$ cat src/rtl/reg_step_sequencer_pkg.sv
// Shared constants for reg_step_sequencer: downstream register control codes,
// command op encodings and FSM state encodings.
`ifndef REG_CTRL_WIDTH
`define REG_CTRL_WIDTH 3
`endif

package reg_step_sequencer_pkg;

  localparam int REG_CTRL_W = `REG_CTRL_WIDTH;

  // NOP is the idle code; it must stay distinct from every active code.
  localparam logic [REG_CTRL_W-1:0] REG_CTRL_NOP = REG_CTRL_W'(0);
  localparam logic [REG_CTRL_W-1:0] REG_CTRL_LD  = REG_CTRL_W'(1);
  localparam logic [REG_CTRL_W-1:0] REG_CTRL_INC = REG_CTRL_W'(2);
  localparam logic [REG_CTRL_W-1:0] REG_CTRL_DEC = REG_CTRL_W'(3);
  localparam logic [REG_CTRL_W-1:0] REG_CTRL_CLR = REG_CTRL_W'(4);

  typedef enum logic [1:0] {
    OP_LOAD  = 2'b00,
    OP_ADD   = 2'b01,
    OP_SUB   = 2'b10,
    OP_CLEAR = 2'b11
  } op_e;

  typedef enum logic [1:0] {
    ST_IDLE = 2'd0,
    ST_STEP = 2'd1,
    ST_DONE = 2'd2
  } state_e;

endpackage

$ cat src/rtl/reg_step_sequencer_step_counter.sv
// Remaining-step down-counter: load, decrement, zero flag.
module step_counter #(
  parameter int CNT_WIDTH = 4
) (
  input  logic                 clk,
  input  logic                 sync_reset,
  input  logic                 load,
  input  logic [CNT_WIDTH-1:0] load_val,
  input  logic                 dec,
  output logic                 zero
);

  logic [CNT_WIDTH-1:0] cnt_d, cnt_q;

  always_comb begin
    cnt_d = cnt_q;
    if (load) begin
      cnt_d = load_val;
    end else if (dec && (cnt_q != '0)) begin
      cnt_d = cnt_q - CNT_WIDTH'(1);
    end
  end

  always_ff @(posedge clk) begin
    if (sync_reset) begin
      cnt_q <= '0;
    end else begin
      cnt_q <= cnt_d;
    end
  end

  assign zero = (cnt_q == '0);

endmodule

$ cat src/rtl/reg_step_sequencer.sv
// Sequences LOAD/ADD/SUB/CLEAR commands into per-cycle register control codes
// and keeps a shadow copy. Optional saturation: define REG_STEP_SAT_EN.
`ifndef REG_CTRL_WIDTH
`define REG_CTRL_WIDTH 3
`endif

module reg_step_sequencer
  import reg_step_sequencer_pkg::*;
#(
  parameter int WIDTH     = 8,
  parameter int CNT_WIDTH = 4
) (
  input  logic                       clk,
  input  logic                       sync_reset,
  // cmd handshake: a command transfers on a rising edge where cmd_valid and
  // cmd_ready are both 1; cmd_ready is high only in IDLE.
  input  logic                       cmd_valid,
  output logic                       cmd_ready,
  input  logic [1:0]                 cmd_op,
  input  logic [WIDTH-1:0]           cmd_data,
  input  logic [CNT_WIDTH-1:0]       cmd_count,
  output logic [`REG_CTRL_WIDTH-1:0] reg_ctrl,
  output logic [WIDTH-1:0]           reg_data,
  output logic [WIDTH-1:0]           shadow,
  output logic                       done,
  output logic                       sat,
  output state_e                     state_dbg
);

  state_e                  state_d, state_q;
  logic [REG_CTRL_W-1:0]   reg_ctrl_d, reg_ctrl_q;
  logic [WIDTH-1:0]        reg_data_d, reg_data_q;
  logic [WIDTH-1:0]        shadow_d, shadow_q;
  logic                    done_d, done_q;
  logic                    sat_d, sat_q;
  logic                    cnt_load, cnt_dec, cnt_zero;
  logic [CNT_WIDTH-1:0]    cnt_load_val;
  logic                    add_sat, sub_sat;

  step_counter #(.CNT_WIDTH(CNT_WIDTH)) u_step_counter (
    .clk        (clk),
    .sync_reset (sync_reset),
    .load       (cnt_load),
    .load_val   (cnt_load_val),
    .dec        (cnt_dec),
    .zero       (cnt_zero)
  );

  // Shadow follows the code currently on reg_ctrl, exactly as the downstream register does.
  always_comb begin
    shadow_d = shadow_q;
    case (reg_ctrl_q)
      REG_CTRL_LD:  shadow_d = reg_data_q;
      REG_CTRL_INC: shadow_d = shadow_q + WIDTH'(1);
      REG_CTRL_DEC: shadow_d = shadow_q - WIDTH'(1);
      REG_CTRL_CLR: shadow_d = '0;
      default:      shadow_d = shadow_q;
    endcase
  end

`ifdef REG_STEP_SAT_EN
  // Decide on the value the register will hold once the current code lands.
  assign add_sat = (shadow_d == '1);
  assign sub_sat = (shadow_d == '0);
`else
  assign add_sat = 1'b0;
  assign sub_sat = 1'b0;
`endif

  always_comb begin
    state_d      = state_q;
    reg_ctrl_d   = REG_CTRL_NOP;
    reg_data_d   = '0;
    done_d       = 1'b0;
    sat_d        = 1'b0;
    cnt_load     = 1'b0;
    cnt_load_val = '0;
    cnt_dec      = 1'b0;
    case (state_q)
      ST_IDLE: begin
        if (cmd_valid) begin
          case (op_e'(cmd_op))
            OP_LOAD: begin
              reg_ctrl_d = REG_CTRL_LD;
              reg_data_d = cmd_data;
              cnt_load   = 1'b1;
              state_d    = ST_STEP;
            end
            OP_CLEAR: begin
              reg_ctrl_d = REG_CTRL_CLR;
              cnt_load   = 1'b1;
              state_d    = ST_STEP;
            end
            default: begin
              if (cmd_count == '0) begin
                done_d  = 1'b1;
                state_d = ST_DONE;
              end else if ((cmd_op == OP_ADD) ? add_sat : sub_sat) begin
                done_d  = 1'b1;
                sat_d   = 1'b1;
                state_d = ST_DONE;
              end else begin
                reg_ctrl_d   = (cmd_op == OP_ADD) ? REG_CTRL_INC : REG_CTRL_DEC;
                cnt_load     = 1'b1;
                cnt_load_val = cmd_count - CNT_WIDTH'(1);
                state_d      = ST_STEP;
              end
            end
          endcase
        end
      end
      ST_STEP: begin
        if (cnt_zero) begin
          done_d  = 1'b1;
          state_d = ST_DONE;
        end else if (((reg_ctrl_q == REG_CTRL_INC) && add_sat) ||
                     ((reg_ctrl_q == REG_CTRL_DEC) && sub_sat)) begin
          done_d  = 1'b1;
          sat_d   = 1'b1;
          state_d = ST_DONE;
        end else begin
          reg_ctrl_d = reg_ctrl_q;
          cnt_dec    = 1'b1;
        end
      end
      ST_DONE: state_d = ST_IDLE;
      default: state_d = ST_IDLE;
    endcase
  end

  always_ff @(posedge clk) begin
    if (sync_reset) begin
      state_q    <= ST_IDLE;
      reg_ctrl_q <= REG_CTRL_NOP;
      reg_data_q <= '0;
      shadow_q   <= '0;
      done_q     <= 1'b0;
      sat_q      <= 1'b0;
    end else begin
      state_q    <= state_d;
      reg_ctrl_q <= reg_ctrl_d;
      reg_data_q <= reg_data_d;
      shadow_q   <= shadow_d;
      done_q     <= done_d;
      sat_q      <= sat_d;
    end
  end

  assign cmd_ready = (state_q == ST_IDLE);
  assign reg_ctrl  = reg_ctrl_q;
  assign reg_data  = reg_data_q;
  assign shadow    = shadow_q;
  assign done      = done_q;
  assign sat       = sat_q;
  assign state_dbg = state_q;

endmodule

$ cat config.mk
export PLATFORM = sky130hd
export DESIGN_NAME = reg_step_sequencer
export DESIGN_NICKNAME = d
export VERILOG_FILES = /design/src/rtl/reg_step_sequencer_pkg.sv /design/src/rtl/reg_step_sequencer_step_counter.sv /design/src/rtl/reg_step_sequencer.sv
export SDC_FILE = /design/constraint.sdc
export NUM_CORES = 1
export LEC_CHECK = 0
export CAP_MARGIN = 10
export CORE_MARGIN = 2
export CORE_UTILIZATION = 35
export CTS_CLUSTER_DIAMETER = 30
export DETAILED_ROUTE_END_ITERATION = 6
export PLACE_DENSITY = 0.7
export SYNTH_ARGS = -nofsm -noshare
export SYNTH_HDL_FRONTEND = slang
export SYNTH_HIERARCHICAL = 1
export SYNTH_SLANG_ARGS = --single-unit
$ cat constraint.sdc
create_clock -name clk -period 3.8 [get_ports clk]
set_clock_uncertainty 0.2 [all_clocks]
set_input_delay 0.76 -clock clk [delete_from_list [all_inputs] [get_ports clk]]
set_output_delay 0.76 -clock clk [all_outputs]
set_load 0.02 [all_outputs]
* Yosys cells after proc, flatten, opt, wreduce, memory -nomap -nowiden
Index checks and enable logic that the tools add are counted.
Widths: inputs -> output; s select.
** Operators by class
- $add $sub $neg :: 4
- Equal/unequal tests :: 9
- Multiplexer cells :: 29
- Bitwise operators :: 3
- Reductions and logical operators :: 11
** Operator list (count)
- $pmux 8 s4 :: 1
- $mux 4 :: 6
- $pmux 3 s2 :: 2
- $mux 1 :: 11
- $mux 2 :: 5
- $add 8x1->8 const B :: 1
- $logic_not 4->1 :: 2
- $reduce_bool 4->1 :: 2
- $sub 4x1->4 const B :: 2
- $sub 8x1->8 const B :: 1
- $eq 3x2->1 const B :: 2
- $mux 3 :: 2
- $eq 2x1->1 const B :: 2
- $logic_not 2->1 :: 2
- $ne 2x2->1 const B :: 2
- $pmux 2 s2 :: 1
- $reduce_or 4->1 :: 1
- $eq 3x1->1 const B :: 1
- $eq 3x3->1 const B :: 1
- $not 1->1 :: 3
- $eq 2x2->1 const B :: 1
- $pmux 1 s2 :: 1
- $reduce_and 2->1 :: 1
- $reduce_bool 2->1 :: 1
- other kinds (2) :: 2
** Word-level totals
- Register bits after elaboration :: 26
- Bits of input ports :: 17
- Output and inout port bits :: 24
- Word-level logic and storage cells :: 62

* Depth between registers and ports, before layout
- Depth after elaboration :: 6
- Depth in mapped cells :: 9
- Mapped depth without buffers :: 8

* By module
The synthesis kept the hierarchy.
** Modules (own cells, without submodules)
- reg_step_sequencer :: instances 1, cells an instance 162, area each 1393.8 um^2, sequential area each 440.4 um^2
- step_counter :: instances 1, cells an instance 29, area each 262.8 um^2, sequential area each 80.1 um^2

* Worst setup path before layout
No wires, ideal clock.
- Path kind :: register to register
- From :: reg u_step_counter.cnt_q[1]
- To :: reg u_step_counter.cnt_q[3]
- Library setup time :: 0.127 ns
- Arrival time :: 2.339 ns
- Data required time :: 3.473 ns
- Path slack :: 1.134 ns
- Stages on the path, launching flop included :: 9
- Buffers on the path :: 0
- Period minus slack after synthesis :: 2.666 ns
- Cell sequence :: dfxtp_1 -> inv_1 -> ha_1 -> or3b_4 -> inv_1 -> nor3b_1 -> nor4b_2 -> mux2i_1 -> a211oi_1
** On the way
- Longest elaborated chain between the ends :: 5
- Elaborated cells between the ends (all ways) :: 9
- Classes of those cells :: add/sub (1); mux (4); reduce/logical (4)
** RTL lines
- start, declared :: line reg_step_sequencer_step_counter.sv:13 : logic [CNT_WIDTH-1:0] cnt_d, cnt_q;
- start signal, assigned :: line reg_step_sequencer_step_counter.sv:28 : cnt_q <= cnt_d;
- $logic_not 4->1 :: line reg_step_sequencer_step_counter.sv:32 : assign zero = (cnt_q == '0);
- via cnt_zero :: line reg_step_sequencer.sv:36 : logic cnt_load, cnt_dec, cnt_zero;
- $mux 1 :: line reg_step_sequencer.sv:113 : if (cnt_zero) begin
- $mux 1 :: line reg_step_sequencer.sv:79 : case (state_q)
- via cnt_dec :: line reg_step_sequencer.sv:36
- $logic_and 1x1->1 :: line reg_step_sequencer_step_counter.sv:19 : end else if (dec && (cnt_q != '0)) begin
- $reduce_bool 2->1 (no source line)
The timed path passes the listed nets, and every way through them passes these cells. The select of a mux whose other input is x is not followed.
A chain may end at the register's enable or synchronous reset.

* Worst setup path after layout
- From :: in cmd_count[0]
- To :: reg u_step_counter.cnt_q[1]
** On the way
- Longest elaborated chain between the ends :: 6
- Elaborated cells between the ends (all ways) :: 12
- Classes of those cells :: add/sub (1); mux (9); reduce/logical (2)
** RTL lines
- start, declared :: line reg_step_sequencer.sv:21 : input logic [CNT_WIDTH-1:0] cmd_count,
- $logic_not 4->1 (*) :: line reg_step_sequencer.sv:95 : if (cmd_count == '0) begin
- $mux 1 (*) :: line reg_step_sequencer.sv:95
- $mux 1 (*) :: line reg_step_sequencer.sv:82 : case (op_e'(cmd_op))
- $mux 1 (*) :: line reg_step_sequencer.sv:81 : if (cmd_valid) begin
- $mux 1 (*) :: line reg_step_sequencer.sv:79
- via cnt_load :: line reg_step_sequencer.sv:36
- $mux 4 or $reduce_bool 2->1 (tied branches)
The timed path passes the listed nets; every way through them passes the cells marked *.

==> impl_metrics.py <==
metrics = {
    "routing": {
        "drt_iter0_drc": 69,
        "wl_per_cell_um": 13.0,
        "routed_wl_um": 3650,
        "drc": 0,
        "vias_per_cell": 5.29,
        "vias": 1487,
        "ant_nets": 0,
        "dr.pass1.iters": 4,
    },
    "synth": {
        "synth_cell_type_count": 52,
        "yosysTopAreaCellShare": 0.314,
        "synth-seq-cells": 26,
        "synth.area.mux_share": 0.0189,
        "synth-main-ff-cell": "dfxtp_1",
        "async_reset_ff_frac": 0,
        "synthXorXnorAreaFrac": 0.0529,
        "synth-edff-count": 0,
        "syn_avg_cell_area_um2": 8.67,
        "synth_largest_area_cell": "dfxtp_1",
        "synthAdderAreaFrac": 0.0680,
        "yosys_warnings": 6,
        "syn_area_um2": 1660,
        "yosys-top-cells-area": "dfxtp_1, ha_1, nor2_1, xnor2_1, and2_1",
        "netlist_instances": 191,
        "synth-simple-area-share": 0.259,
        "synth_top_family_by_area": "simple AND/OR/NAND/NOR gates",
        "syn-num-nets": 217,
        "seq_area_frac_synth": 0.314,
        "synth_compound_area_frac": 0.215,
    },
    "sta": {
        "hold_viol": 0,
        "rsz0062_at_grt": "false",
        "setup-tns-final_ns": 0,
        "timing.fmax_mhz": 358,
        "fin_crit_sh": 0.735,
        "final.min_clock_period_ns": 2.79,
        "setup_viol": 0,
        "tightestPinTransition_ns": 0.684,
        "max_slew_margin": 0.540,
        "slew_viol_final": 0,
    },
    "finish": {
        "nets": 254,
        "diodes": 0,
        "final_cell_mix": "clkdlybuf4s50_1, dfxtp_1, nor2_1",
        "drive_gt1_frac": 0.0969,
        "syn2layout_area_growth_pct": 29.3,
        "final_common_cell": "clkdlybuf4s50_1",
        "fillers": 462,
        "instances_no_fill": 281,
    },
    "global_route": {
        "grt_max_degree": 17,
        "grt_pass1_vias": 1396,
        "track_usage": 0.141,
        "gr-total-overflow": 0,
        "antenna_found_initial": 0,
        "grt_first_pass_wirelength_um": 6080,
    },
    "place": {
        "dp_hpwl_um": 2780,
        "place_inst": 277,
        "place_congestion": 0.756,
        "port_buffers": 39,
    },
    "critical_path": {
        "cp_slowest_stage_delay_ns": 0.57,
        "path_buf_inv": 2,
        "worstPathMaxFanout": 5,
        "path_class": "in -> reg",
        "worstPathArrival_ns": 2.76,
        "slowest_stage": "a21boi_0",
        "end_kind": "register",
        "cpLargestDelayFamily": "compound AO/OA/AOI/OAI gates",
        "crit_chain": "clkdlybuf4s50_1, inv_1, ha_1, nor3b_1, a21boi_0, nor3_1, a311o_1",
        "cp-start-kind": "input port",
        "cp.required_ns": 3.76,
    },
    "die": {
        "die_y_um": 72.8,
        "core_area_um2": 4630,
        "die_x_um": 72.8,
        "rows": 25,
        "die_area_um2": 5300,
        "ios": 41,
        "initial_core_util": 0.358,
    },
    "pwr": {
        "p_leak_uw": 0.000807,
        "powerDensity_nw_per_um2": 332,
        "peakVddDrop_mv": 0.125,
    },
    "clock_network": {
        "numClockSinks": 26,
        "hold_buffers": 0,
        "cts_root_buffer": "clkbuf_8",
        "cts_resized": 0,
        "cts.htree.levels": 1,
        "worstSkewPairLatency_ns": 0.27,
        "clkSlewWorstSetupHoldPaths_ns": 0.10,
        "post-cts-setup-buffers": 0,
        "cts_tree": "done",
        "cts.path.max_buffers": 2,
        "cts_buffers": 3,
    },
    "job": {
        "maxCapViolCount": 0,
    },
    "hold_path": {
        "hp-class": "reg -> reg",
    },
    "status": {
        "outcome": "finished clean",
    },
}
[flip-flops by register name, indices dropped and copies added (netlist names)]
name                  count
reg_data                  8
shadow                    8
u_step_counter/cnt_q      4
reg_ctrl                  3
state_dbg                 2
done                      1
[layout make-up]
class	count	area, um2	area share
Multi-Input combinational cell	143	1020	0.476
Timing Repair Buffer	42	413	0.193
Inverter	12	50.0	0.0234
Clock inverter	1	30.0	0.0140
Clock buffer	3	41.3	0.0193
Sequential cell	26	520	0.243
Tap cell	54	67.6	0.0315
[path summary, 6_finish.rpt]
kind	startpoint	end	slack (ns)	cells past startpoint
max	cmd_count[0]	u_step_counter/cnt_q[1]	1.01	7
min	state_dbg[1]	done	0.31	1
max reg2reg	reg_ctrl[0]	shadow[4]	1.20	8
min reg2reg	state_dbg[1]	done	0.31	1
[cell families after synthesis]
logic type / count (synthesis)
AO/OA/AOI/OAI: 44
XOR/XNOR: 10
adder cells (fa/ha/maj): 9
buffers and inverters: 22
flip-flops: 26
multiplexers: 3
other: 1
AND/OR/NAND/NOR: 76
[per-layer routing]
metal | wire length [um] | up-vias | track usage | share of wire
met5 | 0 | - | 0 | 0
met4 | 7 | 0 | 0.0288 | 0.0019
met3 | 159 | 2 | 0.0276 | 0.044
met2 | 1790 | 40 | 0.245 | 0.49
met1 | 1690 | 693 | 0.181 | 0.46
li1 | - | 752 | - | -
[worst register-to-register path, stage by stage (launching register included)]
cell	delay (ns)
dfxtp_1	0.66
nand3b_4	0.20
xnor2_1	0.17
ha_1	0.24
or3_4	0.35
a21oi_4	0.21
or2_4	0.16
nor3b_1	0.05
a221oi_2	0.27
[report_power, final]
group / internal (uW) / leakage (uW) / switching, uW
registers: 287 / 0.000211 / 23.6
logic: 84.0 / 0.000560 / 88.8
clock network: 141 / 0.0000357 / 86.6
[cells in the mapped netlist (2+ instances only)]
library cell / n
buf_2: 2
buf_6: 2
buf_4: 3
mux2i_1: 2
nor3b_1: 6
dfxtp_1: 26
xnor2_1: 10
o21ai_0: 2
nor3_1: 6
nand4b_1: 2
clkbuf_1: 3
nand3_1: 3
ha_1: 9
a211oi_1: 3
inv_1: 11
and2_1: 9
or3_4: 2
a21o_1: 2
nor2_1: 25
o22ai_1: 5
a311oi_1: 2
a22oi_1: 4
a31oi_1: 4
nand2_1: 12
a21oi_1: 9
[stage by stage]
stage | total power, uW | utilization | setup WS (ns) | cell area, um2 | hold WS [ns]
floorplan | 429 | - | 1.13 | 1660 | 0.284
CTS | 717 | 0.463 | 1.03 | 2140 | 0.315
finish | 711 | 0.463 | 1.01 | 2140 | 0.315
global route | 747 | 0.463 | 0.916 | 2140 | 0.349
detailed placement | 489 | 0.447 | 0.742 | 2070 | 0.301
global placement | 487 | 0.447 | 0.778 | 2070 | 0.297
Note: power is estimated with default switching activity, not from simulation.
